<file path="src/rtl/obi_mem_arbiter.sv">
// obi_mem_arbiter: shares one OBI memory port between the instruction fetch
// unit and the load/store unit. The address phase is arbitrated. A master that
// wins but is not yet granted is locked in until its grant arrives. Every
// accepted transfer records its owner in an in-order route FIFO. That FIFO
// steers the response phase back to the owner.
//
// Optional build macro: OBI_ARB_RR_EN
//   defined   - round-robin between simultaneous unlocked requests
//   undefined - fixed priority, data over instr (no pointer register)
//
// Lock FSM states:
//   state     | meaning
//   ST_FREE   | no address phase pending, arbitration open
//   ST_LOCK_I | instr request issued but not granted, instr held as winner
//   ST_LOCK_D | data request issued but not granted, data held as winner
module obi_mem_arbiter #(
    parameter int ADDR_W    = 32,
    parameter int DATA_W    = 32,
    parameter int MAX_OUTST = 2
) (
    input  logic                           clk,
    input  logic                           rst_n,

    input  logic                           instr_req_i,
    input  logic [ADDR_W-1:0]              instr_addr_i,
    output logic                           instr_gnt_o,
    output logic                           instr_rvalid_o,
    output logic [DATA_W-1:0]              instr_rdata_o,

    input  logic                           data_req_i,
    input  logic                           data_we_i,
    input  logic [DATA_W/8-1:0]            data_be_i,
    input  logic [ADDR_W-1:0]              data_addr_i,
    input  logic [DATA_W-1:0]              data_wdata_i,
    output logic                           data_gnt_o,
    output logic                           data_rvalid_o,
    output logic [DATA_W-1:0]              data_rdata_o,

    output logic                           mem_req_o,
    output logic                           mem_we_o,
    output logic [DATA_W/8-1:0]            mem_be_o,
    output logic [ADDR_W-1:0]              mem_addr_o,
    output logic [DATA_W-1:0]              mem_wdata_o,
    input  logic                           mem_gnt_i,
    input  logic                           mem_rvalid_i,
    input  logic [DATA_W-1:0]              mem_rdata_i,

    output logic [$clog2(MAX_OUTST+1)-1:0] outst_cnt_o,
    output logic                           err_o
);

    localparam int CNT_W = $clog2(MAX_OUTST + 1);
    localparam int PTR_W = (MAX_OUTST > 1) ? $clog2(MAX_OUTST) : 1;
    localparam int BE_W  = DATA_W / 8;
    localparam logic [CNT_W-1:0] MAX_CNT = CNT_W'(MAX_OUTST);

    typedef enum logic [1:0] {
        ST_FREE   = 2'd0,
        ST_LOCK_I = 2'd1,
        ST_LOCK_D = 2'd2
    } lock_state_e;

    lock_state_e state_q, state_d;

    logic [MAX_OUTST-1:0] route_q, route_d;
    logic [PTR_W-1:0]     wr_ptr_q, wr_ptr_d;
    logic [PTR_W-1:0]     rd_ptr_q, rd_ptr_d;
    logic [CNT_W-1:0]     cnt_q, cnt_d;
    logic                 err_q, err_d;
    logic [ADDR_W-1:0]    addr_q, addr_d;

    logic win_data;
    logic win_req;
    logic accept;
    logic pop;
    logic head_data;

`ifdef OBI_ARB_RR_EN
    logic rr_data_q, rr_data_d;
`endif

    function automatic logic [PTR_W-1:0] ptr_inc(input logic [PTR_W-1:0] p);
        if (p == PTR_W'(MAX_OUTST - 1)) begin
            return '0;
        end
        return p + 1'b1;
    endfunction

    // Winner selection: a locked master keeps the port, otherwise arbitrate.
    always_comb begin
        win_data = 1'b0;
        unique case (state_q)
            ST_LOCK_I: win_data = 1'b0;
            ST_LOCK_D: win_data = 1'b1;
            default: begin
`ifdef OBI_ARB_RR_EN
                if (data_req_i && instr_req_i) begin
                    win_data = rr_data_q;
                end else begin
                    win_data = data_req_i;
                end
`else
                win_data = data_req_i;
`endif
            end
        endcase
    end

    assign win_req   = win_data ? data_req_i : instr_req_i;
    assign mem_req_o = rst_n && win_req && (cnt_q < MAX_CNT);
    assign accept    = mem_req_o && mem_gnt_i;

    assign instr_gnt_o = accept && !win_data;
    assign data_gnt_o  = accept && win_data;

    // Address-phase mux. Idle cycles keep the address bus quiet at its last value.
    always_comb begin
        mem_we_o    = 1'b0;
        mem_be_o    = '0;
        mem_wdata_o = '0;
        mem_addr_o  = addr_q;
        if (mem_req_o) begin
            if (win_data) begin
                mem_we_o    = data_we_i;
                mem_be_o    = data_be_i;
                mem_wdata_o = data_wdata_i;
                mem_addr_o  = data_addr_i;
            end else begin
                mem_we_o    = 1'b0;
                mem_be_o    = {BE_W{1'b1}};
                mem_wdata_o = '0;
                mem_addr_o  = instr_addr_i;
            end
        end
    end

    // Response routing from the FIFO head. Read data goes to both ports.
    assign pop            = rst_n && mem_rvalid_i && (cnt_q != '0);
    assign head_data      = route_q[rd_ptr_q];
    assign instr_rvalid_o = pop && !head_data;
    assign data_rvalid_o  = pop && head_data;
    assign instr_rdata_o  = mem_rdata_i;
    assign data_rdata_o   = mem_rdata_i;

    assign outst_cnt_o = cnt_q;
    assign err_o       = err_q;

    // Lock FSM next state: lock on an ungranted issue, release on its grant.
    always_comb begin
        state_d = state_q;
        unique case (state_q)
            ST_FREE: begin
                if (mem_req_o && !mem_gnt_i) begin
                    state_d = win_data ? ST_LOCK_D : ST_LOCK_I;
                end
            end
            ST_LOCK_I, ST_LOCK_D: begin
                if (accept) begin
                    state_d = ST_FREE;
                end
            end
            default: state_d = ST_FREE;
        endcase
    end

    // Route FIFO, in-flight counter, sticky error and address hold next state.
    always_comb begin
        route_d  = route_q;
        wr_ptr_d = wr_ptr_q;
        rd_ptr_d = rd_ptr_q;
        cnt_d    = cnt_q;
        err_d    = err_q;
        addr_d   = addr_q;

        if (mem_req_o) begin
            addr_d = mem_addr_o;
        end
        if (accept) begin
            route_d[wr_ptr_q] = win_data;
            wr_ptr_d          = ptr_inc(wr_ptr_q);
        end
        if (pop) begin
            rd_ptr_d = ptr_inc(rd_ptr_q);
        end
        if (accept && !pop) begin
            cnt_d = cnt_q + CNT_W'(1);
        end else if (!accept && pop) begin
            cnt_d = cnt_q - CNT_W'(1);
        end
        if (mem_rvalid_i && (cnt_q == '0)) begin
            err_d = 1'b1;
        end
    end

`ifdef OBI_ARB_RR_EN
    // The master just granted yields priority on the next tie.
    always_comb begin
        rr_data_d = rr_data_q;
        if (accept) begin
            rr_data_d = !win_data;
        end
    end

    // Round-robin pointer register, data favoured out of reset.
    always_ff @(posedge clk) begin
        if (!rst_n) begin
            rr_data_q <= 1'b1;
        end else begin
            rr_data_q <= rr_data_d;
        end
    end
`endif

    // State registers with synchronous active-low reset.
    always_ff @(posedge clk) begin
        if (!rst_n) begin
            state_q  <= ST_FREE;
            route_q  <= '0;
            wr_ptr_q <= '0;
            rd_ptr_q <= '0;
            cnt_q    <= '0;
            err_q    <= 1'b0;
            addr_q   <= '0;
        end else begin
            state_q  <= state_d;
            route_q  <= route_d;
            wr_ptr_q <= wr_ptr_d;
            rd_ptr_q <= rd_ptr_d;
            cnt_q    <= cnt_d;
            err_q    <= err_d;
            addr_q   <= addr_d;
        end
    end

endmodule

</file>
<file path="config.mk">
export PLATFORM = sky130hd
export DESIGN_NAME = obi_mem_arbiter
export DESIGN_NICKNAME = d
export VERILOG_FILES = /design/src/rtl/obi_mem_arbiter.sv
export SDC_FILE = /design/constraint.sdc
export NUM_CORES = 1
export LEC_CHECK = 0
export BUFFER_PORTS_ARGS = -buffer_cell sky130_fd_sc_hd__buf_2
export CAP_MARGIN = 0
export CORE_AREA = 4 4 107 109
export DETAILED_ROUTE_END_ITERATION = 12
export DIE_AREA = 0 0 111 113
export PLACE_DENSITY = 0.7
export REMOVE_ABC_BUFFERS = 1
export SLEW_MARGIN = 10
export SYNTH_ARGS = -nofsm -noshare
export SYNTH_HDL_FRONTEND = slang
export SYNTH_SLANG_ARGS = --single-unit
</file>
<file path="constraint.sdc">
create_clock -name clk -period 5.9 [get_ports clk]
set_input_delay 0.59 -clock clk [delete_from_list [all_inputs] [get_ports clk]]
set_output_delay 0.59 -clock clk [all_outputs]
set_load 0.05 [all_outputs]
</file>
==> results of run 1 <==
-- final cells by class --
cell class / count / area (um2) / share of cell area, %
Clock buffer: 7 / 86.3 / 2.34
Timing Repair Buffer: 185 / 951 / 25.7
Sequential cell: 41 / 821 / 22.2
Inverter: 4 / 15.0 / 0.407
Tap cell: 140 / 175 / 4.74
Multi-Input combinational cell: 282 / 1650 / 44.5
-- placed cells by master, fill, tap and decap left out, types with 2 or more instances in the layout --
master	count
and2_1	5
dfxtp_1	41
nand2_1	103
o21ai_0	34
nor2b_1	3
o32ai_1	2
ha_1	3
clkbuf_8	6
a21boi_1	32
a211o_1	32
inv_1	3
buf_2	183
and3_1	34
xnor2_1	2
nor2_1	11
mux2i_1	3
-- state kept, by name (all words and copies together), names as in the netlist --
name	count
state_q	2
addr_q	32
outst_cnt_o	2
route_q	2
rd_ptr_q	1
wr_ptr_q	1
err_o	1
-- synthesized netlist by cell type, types with 2 or more instances --
| library cell | number | area share [%] |
|---|---|---|
| ha_1 | 3 | 1.2 |
| nor2b_1 | 3 | 0.60 |
| buf_6 | 3 | 1.1 |
| buf_2 | 10 | 1.6 |
| inv_1 | 3 | 0.36 |
| mux2i_1 | 3 | 0.96 |
| clkbuf_1 | 15 | 1.8 |
| o32ai_1 | 2 | 0.56 |
| nor2_1 | 11 | 1.3 |
| and3_1 | 34 | 6.8 |
| buf_4 | 69 | 17 |
| and2_1 | 5 | 1.0 |
| a21boi_1 | 32 | 7.7 |
| dfxtp_1 | 41 | 26 |
| a211o_1 | 32 | 9.0 |
| xnor2_1 | 2 | 0.56 |
| o21ai_0 | 34 | 5.5 |
| nand2_1 | 104 | 13 |
-- metal layers --
layer  track usage (%)  part of all wire, %  vias to the layer above
li1                  -                    -                     1566
met1              18.9                   39                     1455
met2              22.7                   42                      162
met3              14.9                   18                       11
met4              2.71                 0.61                        2
met5              5.49                 0.47                        -
-- kinds of logic (layout without fill, tap and decap cells) --
family	after synthesis	count (layout)	share of synthesized area (%)
compound gates	106	106	24.1
fa+ha+maj	3	3	1.20
mux	5	5	1.88
buf+inv	101	196	21.6
xor+xnor	3	3	0.842
simple gates	165	165	24.1
flops	41	41	26.3
-- stage by stage --
step / hold slack (ps) / cell area (um2) / instances / util, %
6_report: 475 / 3690 / 659 / 34.8
5_1_grt: 504 / 3690 / 659 / 34.8
4_1_cts: 482 / 3670 / 658 / 34.6
3_5_place_dp: 466 / 3580 / 651 / 33.8
3_3_place_gp: 454 / 3580 / 651 / 33.8
2_1_floorplan: 438 / 2460 / 327 / -
-- tightest hold or removal path: stages (launching register included) --
cell and delay, ps:
dfxtp_1 320, nand2_1 60, mux2i_1 50
-- power breakdown --
part           total (W)  internal, W  switching [W]
sequential      0.000313     0.000303      0.0000102
clock           0.000185    0.0000929      0.0000920
combinational   0.000479     0.000134       0.000345
total           0.000977     0.000529       0.000447
-- worst min path at each step --
stage / cells past startpoint / slack, ps / from / end
floorplan: 2 / 440 / route_q[0]$_SDFFE_PN0P_ / route_q[0]$_SDFFE_PN0P_
finish: 2 / 480 / route_q[0]$_SDFFE_PN0P_ / route_q[0]$_SDFFE_PN0P_
global route: 2 / 500 / wr_ptr_q$_SDFFE_PN0P_ / wr_ptr_q$_SDFFE_PN0P_
global placement: 2 / 450 / route_q[1]$_SDFFE_PN0P_ / route_q[1]$_SDFFE_PN0P_
detailed placement: 2 / 470 / wr_ptr_q$_SDFFE_PN0P_ / wr_ptr_q$_SDFFE_PN0P_
CTS: 2 / 480 / wr_ptr_q$_SDFFE_PN0P_ / wr_ptr_q$_SDFFE_PN0P_
==> impl_metrics.csv, run 1 <==
group,metric,value,unit
outcome,status,"finished, final reports clean",
place,post-place-ws,2380,ps
power,leakage,2.10,nW
final_layout,area_growth,18.4,%
setup_path,path_cells,"inv_1, ha_1, nand2b_1, a21oi_4, buf_4, o21ai_0, nand2_1, buf_2",
setup_path,r2r-end,"state_q[1]$_SDFFE_PN0P_",
timing,relSlewSlack,25.5,%
place,portBuffers,183,
setup_path,reg2reg_from,"state_q[1]$_SDFFE_PN0P_",
timing,finalSetupTns,0,ps
setup_path,cp_max_fo,36,
cts,cts_sinks,41,
power,vdd_ir_drop_max,0.137,mV
setup_path,path_class,"flop to primary output",
floorplanning,initial_core_util,29.4,%
synth,synth_warnings,0,
synth,async_reset_ff_share,0,%
setup_path,worst_ep_arrival_time,3000,ps
setup_path,worst_setup_path_start_kind,"flop",
final_layout,diodes,0,
setup_path,critPathLaunch,"state_q[1]$_SDFFE_PN0P_",
power,powerDensity,264,mW/mm2
route,routed_wl,11100,um
setup_path,rr_worst_depth,7,
global_route,antenna_found_initial,0,
final_layout,fin_nets,661,
cts,cts.htree.levels,2,
timing,rsz0062_at_grt,"false",
setup_path,critical_path.endpoint_type,"primary output",
cts,clk_latency,280,ps
synth,synth_cells,424,
timing,setup_slack,2310,ps
floorplanning,coreArea,0.0106,mm2
floorplanning,die_w,111,um
power,finalPower,0.000977,W
timing,worst_pin_slew,1120,ps
floorplanning,io_pins,280,
global_route,grt.overflow.total,0,
cts,cts_root_buffer,"clkbuf_8",
setup_path,r2r_slack,3150,ps
final_layout,drive_gt1_share,37.8,%
global_route,grt.total_usage,16.5,%
route,drc_errors,0,
route,drtIter0Drc,207,
setup_path,crit_buf_inv,3,
cts,cts_buffers,5,
timing,fin_crit,3590,ps
timing,setup_viol,0,
final_layout,fillers,1144,
timing,period_share,60.8,%
route,vias,3196,
route,wl_per_cell,16.9,um
flow_run,cap_violations,0,
cts,cts.path.max_buffers,2,
timing,finalHoldViolations,0,
synth,ys_seq_area_share,26.3,%
floorplanning,dieArea,0.0125,mm2
place,hpwl,8730,um
global_route,grt_pass1_wl,16400,um
setup_path,cp_num_cells,8,
synth,yosysUniqueCellTypes,36,
synth,synth_enable_flop_cells,0,
timing,fin_worst_skew,7.55,ps
setup_path,cp_slowest_cell,"a21oi_4",
floorplanning,die_h,113,um
worst_hold_path,hold_class,"flop to flop",
synth,syn_avg_cell_area,7.36,um2
setup_path,cp-endpoint,"mem_addr_o[7]",
cts,postCtsHoldBufs,0,
setup_path,cp_data_required_time,5310,ps
synth,synth-main-ff-cell,"dfxtp_1",
route,ant_nets,0,
floorplanning,placementRows,38,
timing,slew_violations,0,
global_route,first_global_vias,3003,
global_route,grt_start_max_net_pins,67,
place,place_congestion,0.826,
timing,fmax,279,MHz
setup_path,cp_top_family,"compound AO/OA/AOI/OAI gates",
route,vias_per_cell,4.85,
cts,clk_pin_slew,80,ps
cts,cts_setup_buffers,0,
setup_path,cpPeakStageDelay,620,ps
synth,netlist_area,0.00312,mm2
route,first_pass_iters,5,
synth,synth-seq-cells,41,
cts,cts_resized,0,
cts,cts_tree,"yes",
(Power assumes the default switching activity.)
==> run 2: changes to the inputs <==
- ABC_AREA: default -> 1
- clock period: 5.9 -> 3.5 ns (I/O delays scaled with it)
==> impl_metrics.csv, run 2 <==
group,metric,value,unit
setup_path,cp_data_required_time,3150,ps
setup_path,r2r-end,"addr_q[16]$_SDFFE_PN0N_",
cts,cts_setup_buffers,0,
floorplanning,coreArea,0.0106,mm2
final_layout,area_growth,19.6,%
cts,clk_latency,280,ps
final_layout,largest_reg_flops,32,
final_layout,drive_gt1_share,37.6,%
setup_path,r2r_slack,1210,ps
timing,slew_violations,0,
synth,yosys.area_share.adder,1.20,%
route,dr_wl_met2,4020,um
final_layout,regMostFlops,"addr_q",
floorplanning,dieArea,0.0125,mm2
synth,synth_area_leaders,"dfxtp_1 26%, nand2_1 17%, buf_4 16%, nor2_1 10%, o21ai_2 7.6%",
synth,synthTopCellsByCount,"144 x nand2_1, 87 x nor2_1, 68 x buf_4",
timing,finalHoldViolations,0,
route,wl_per_cell,14.2,um
synth,syn_avg_cell_area,6.27,um2
global_route,grt_pass1_wl,15800,um
power,finalPower,0.00379,W
power,powerDensity,1020,mW/mm2
cts,cts.htree.levels,2,
global_route,first_global_vias,2870,
route,routed_wl,10500,um
timing,fin_crit,3020,ps
floorplanning,io_pins,280,
final_layout,layout_commonest_cell,"buf_2",
setup_path,critical_path.endpoint_type,"primary output",
setup_path,cp_max_fo,33,
setup_path,worst_ep_arrival_time,2670,ps
synth,synthXorXnorAreaFrac,0.562,%
route,routed.top_layer,"met5",
power,leakage,2.28,nW
route,vias,3220,
synth,synth_top_area_share,26.3,%
synth,synth_enable_flop_cells,0,
synth,synth_top_area_cell,"dfxtp_1",
place,hpwl,8300,um
timing,rsz0062_at_grt,"false",
synth,yosysUniqueCellTypes,25,
global_route,grt.total_usage,16.0,%
setup_path,worst_setup_path_start_kind,"flop",
cts,cts_resized,0,
route,drc_errors,0,
floorplanning,placementRows,38,
final_layout,layout_common_cells,"183 x buf_2, 144 x nand2_1, 87 x nor2_1, 43 x inv_1, 41 x dfxtp_1",
synth,async_reset_ff_share,0,%
timing,fmax,331,MHz
cts,cts_sinks,41,
worst_hold_path,hold_class,"input port to flop",
synth,netlist_area,0.00312,mm2
route,wl_met1,4480,um
synth,synth_warnings,0,
timing,finalSetupTns,0,ps
cts,clk_pin_slew,80,ps
cts,cts.path.max_buffers,2,
final_layout,fin_nets,744,
timing,period_share,86.2,%
cts,postCtsHoldBufs,0,
outcome,status,"finished, final reports clean",
floorplanning,die_w,111,um
cts,cts_buffers,5,
synth,muxShareOfSynthArea,0,%
route,ant_nets,0,
route,wl_met3,1900,um
setup_path,cp-endpoint,"mem_addr_o[16]",
synth,synth_cells,497,
synth,synth-main-ff-cell,"dfxtp_1",
timing,setup_viol,0,
synth,synth_top_family_by_area,"simple AND/OR/NAND/NOR gates",
route,drtIter0Drc,118,
setup_path,critPathLaunch,"state_q[1]$_SDFFE_PN0P_",
final_layout,fillers,1217,
worst_hold_path,hold_start,"mem_rvalid_i",
global_route,grt_start_max_net_pins,46,
place,place_congestion,0.807,
synth,synth-seq-cells,41,
setup_path,reg2reg_from,"state_q[1]$_SDFFE_PN0P_",
final_layout,seq_area,821,um2
cts,cts_root_buffer,"clkbuf_8",
flow_run,cap_violations,0,
final_layout,diodes,0,
route,first_pass_iters,4,
global_route,antenna_found_initial,0,
route,vias_per_cell,4.33,
final_layout,multi_input_area,0.00151,mm2
synth,ys_seq_area_share,26.3,%
synth,yosys.area_share.simple,36.0,%
floorplanning,die_h,113,um
cts,cts_tree,"yes",
setup_path,path_class,"flop to primary output",
synth,synthMostInstantiatedCell,"nand2_1",
place,portBuffers,183,
setup_path,rr_worst_depth,10,
timing,fin_worst_skew,6.74,ps
synth,synth-compound-area-share,10.3,%
global_route,grt.overflow.total,0,
floorplanning,initial_core_util,29.4,%
timing,worst_pin_slew,460,ps
power,vdd_ir_drop_max,0.499,mV
timing,relSlewSlack,69.3,%
[run 2: cell count changes in the layout (fill, tap and decap cells not counted), moves of 28 or more]
cell      change
nor2_1       +76
inv_1        +40
and3_1       -34
a211o_1      -32
nand2_1      +41
a21boi_1     -32
o21ai_0      -28
[run 2: logic make-up (layout without fill, tap and decap cells)]
| logic type | count (synthesis) | in the layout |
|---|---|---|
| compound gates | 44 | 44 |
| flops | 41 | 41 |
| xor+xnor | 2 | 2 |
| buf+inv | 135 | 241 |
| fa+ha+maj | 3 | 3 |
| simple gates | 272 | 272 |
[run 2: per-layer routing]
metal	track usage, %	vias up
met5	7.45	-
met2	21.4	234
met3	12.4	8
met1	19.7	1340
met4	3.37	2
li1	-	1636
[run 2: layout make-up]
class                   count  area share, %
repair buffers            187           26.0
well taps                 140           4.70
flip-flops and latches     41           22.0
inverters                  46           4.70
multi-input cells         321           40.4
clock buffers               8           2.15
[run 2: worst max-delay path: stages, from the launching register on]
cell and delay, ps:
dfxtp_1 360, inv_1 50, ha_1 380, nand2_1 140
nand2_1 90, nand2_2 90, nand2_4 350, inv_4 210
or2_2 320, o21ai_1 100, inv_1 60, buf_2 210
[run 2: per-stage QoR]
step                      instances  setup slack [ps]  util, %  hold WS, ps  cell area (um2)
after global routing            743               206     35.2          318             3730
after floorplan                 408               211        -          435             2490
after CTS                       743               419     35.2          292             3730
after global placement          735               804     34.4          447             3650
final                           743               481     35.2          308             3730
after detailed placement        735               750     34.4          455             3650
[run 2: worst min path at each step]
stage	endpoint	slack [ps]	cells past startpoint
5_1_grt	err_o$_SDFFE_PN0P_	320	3
4_1_cts	err_o$_SDFFE_PN0P_	290	3
3_3_place_gp	err_o$_SDFFE_PN0P_	450	2
2_1_floorplan	wr_ptr_q$_SDFFE_PN0P_	440	2
3_5_place_dp	err_o$_SDFFE_PN0P_	450	2
6_report	err_o$_SDFFE_PN0P_	310	3
[run 2: power breakdown]
part	switching, W	internal, W	total, W
combinational	0.00212	0.000709	0.00283
sequential	0.0000452	0.000614	0.000659
clock	0.000155	0.000142	0.000297
==> run 3: changes to the inputs <==
- CELL_PAD_IN_SITES_DETAIL_PLACEMENT: default -> 0
- CELL_PAD_IN_SITES_GLOBAL_PLACEMENT: default -> 1
- CORE_AREA: 4 4 107 109 -> default
- CORE_MARGIN: default -> 4
- CORE_UTILIZATION: default -> 23
- DIE_AREA: 0 0 111 113 -> default
- PLACE_DENSITY: 0.7 -> 0.84
==> impl_metrics.csv, run 3 (same netlist as run 2, synthesis figures left out) <==
group,metric,value,unit
setup_path,critPathLaunch,"state_q[1]$_SDFFE_PN0P_",
floorplanning,dieArea,0.0155,mm2
setup_path,critical_path.endpoint_type,"primary output",
final_layout,area_growth,22.8,%
cts,clk_latency,280,ps
timing,finalSetupTns,0,ps
floorplanning,io_pins,280,
floorplanning,placementRows,42,
final_layout,regMostFlops,"addr_q",
global_route,grt.total_usage,13.8,%
power,p_sw_share,59.8,%
floorplanning,die_h,124,um
timing,finalHoldViolations,0,
final_layout,diodes,0,
route,vias,3146,
setup_path,path_class,"flop to primary output",
global_route,gr-usage-met2,18.1,%
power,pwr-share-comb,72.0,%
setup_path,worst_ep_arrival_time,2530,ps
final_layout,fin_nets,744,
power,seq_power_share,16.6,%
outcome,status,"finished, final reports clean",
global_route,grt_pass1_wl,17000,um
floorplanning,coreArea,0.0132,mm2
setup_path,rr_worst_depth,12,
cts,cts_setup_buffers,0,
global_route,grt_start_max_net_pins,59,
timing,fin_worst_skew,6.92,ps
timing,period_share,82.3,%
route,drtIter0Drc,124,
timing,fmax,347,MHz
setup_path,cp-endpoint,"mem_addr_o[17]",
final_layout,stdcell_area,0.00383,mm2
setup_path,cp_data_required_time,3150,ps
place,hpwl,8680,um
final_layout,largest_reg_flops,32,
timing,rsz0062_at_grt,"false",
cts,cts_sinks,41,
floorplanning,initial_core_util,23.5,%
place,dp.cells,771,
setup_path,reg2reg_from,"state_q[1]$_SDFFE_PN0P_",
setup_path,r2r-end,"outst_cnt_o[1]$_SDFFE_PN0P_",
route,routed_wl,11200,um
timing,worst_pin_slew,436,ps
worst_hold_path,hold_class,"input port to flop",
final_layout,layout_commonest_cell,"buf_2",
cts,cts_tree,"yes",
route,vias_per_cell,4.04,
cts,cts_root_buffer,"clkbuf_16",
route,wl_per_cell,14.4,um
global_route,top_usage_layer,"met2",
final_layout,layout_common_cells,"183 x buf_2, 144 x nand2_1, 87 x nor2_1, 43 x inv_1, 41 x dfxtp_1",
flow_run,cap_violations,0,
setup_path,worst_setup_path_start_kind,"flop",
global_route,grtUsageMet1,18.1,%
cts,cts.path.max_buffers,2,
power,p_clk_share,11.4,%
timing,setup_viol,0,
route,drc_errors,0,
place,place_congestion,0.801,
cts,clk_pin_slew,60,ps
place,placed_area,0.00369,mm2
route,ant_nets,0,
timing,relSlewSlack,71.0,%
final_layout,fin_cells,779,
timing,fin_crit,2880,ps
cts,cts_resized,0,
power,leakage,2.30,nW
route,first_pass_iters,4,
setup_path,r2r_slack,1220,ps
power,switchingPower,0.00236,W
final_layout,drive_gt1_share,37.6,%
power,finalPower,0.00395,W
global_route,grtUsageMet3,9.18,%
cts,postCtsHoldBufs,0,
cts,cts.htree.levels,2,
power,vdd_ir_drop_max,0.323,mV
power,powerDensity,1030,mW/mm2
global_route,antenna_found_initial,0,
global_route,grt.overflow.total,0,
cts,cts_buffers,5,
power,p_int,0.00159,W
final_layout,fillers,1535,
setup_path,cp_max_fo,33,
place,portBuffers,183,
global_route,first_global_vias,2997,
floorplanning,die_w,124,um
timing,slew_violations,0,
-- run 3: worst max-delay path, cell delays in order (launching register included) --
cell,delay [ps]
dfxtp_1,350
inv_1,50
ha_1,380
nand2_1,140
nand2_1,90
nand2_2,90
nand2_4,250
inv_4,180
or2_2,310
o21ai_1,110
inv_1,60
buf_2,210
-- run 3: metal layers --
layer | wire [um] | vias to the layer above | share of wire, %
li1 | - | 1637 | -
met1 | 5150 | 1319 | 46
met2 | 4370 | 178 | 39
met3 | 1500 | 8 | 13
met4 | 75 | 4 | 0.67
met5 | 120 | - | 1.1
-- run 3: area by class of cell --
cell class	count	area (um2)	share of cell area, %
multi-input combinational	321	1510	39.3
timing repair buffer	187	971	25.4
sequential	41	821	21.4
tap	176	220	5.75
inverter	46	175	4.57
clock buffer	8	136	3.56
-- run 3: power by group through the flow --
stage,Combinational (W),Sequential (W),Clock [W]
after floorplan,0.00214,0.000702,0
after global placement,0.00289,0.000664,0
after detailed placement,0.00289,0.000668,0
after CTS,0.00290,0.000658,0.000462
after global routing,0.00311,0.000674,0.000495
final,0.00285,0.000656,0.000449
-- run 3: how the worst min path moves through the flow --
stage / start / to / cells after the start
after detailed placement: err_o$_SDFFE_PN0P_ / err_o$_SDFFE_PN0P_ / 2
after CTS: mem_rvalid_i / err_o$_SDFFE_PN0P_ / 3
after floorplan: wr_ptr_q$_SDFFE_PN0P_ / wr_ptr_q$_SDFFE_PN0P_ / 2
after global routing: mem_rvalid_i / err_o$_SDFFE_PN0P_ / 3
final: mem_rvalid_i / err_o$_SDFFE_PN0P_ / 3
after global placement: rd_ptr_q$_SDFFE_PN0P_ / rd_ptr_q$_SDFFE_PN0P_ / 1
-- run 3: per-stage QoR --
stage          hold slack [ps]  utilization [%]  setup WS (ps)
3_5_place_dp               455             27.9            911
2_1_floorplan              435                -            211
6_report                   314             28.9            619
3_3_place_gp               453             27.9            958
5_1_grt                    356             28.9            362
4_1_cts                    313             28.9            588
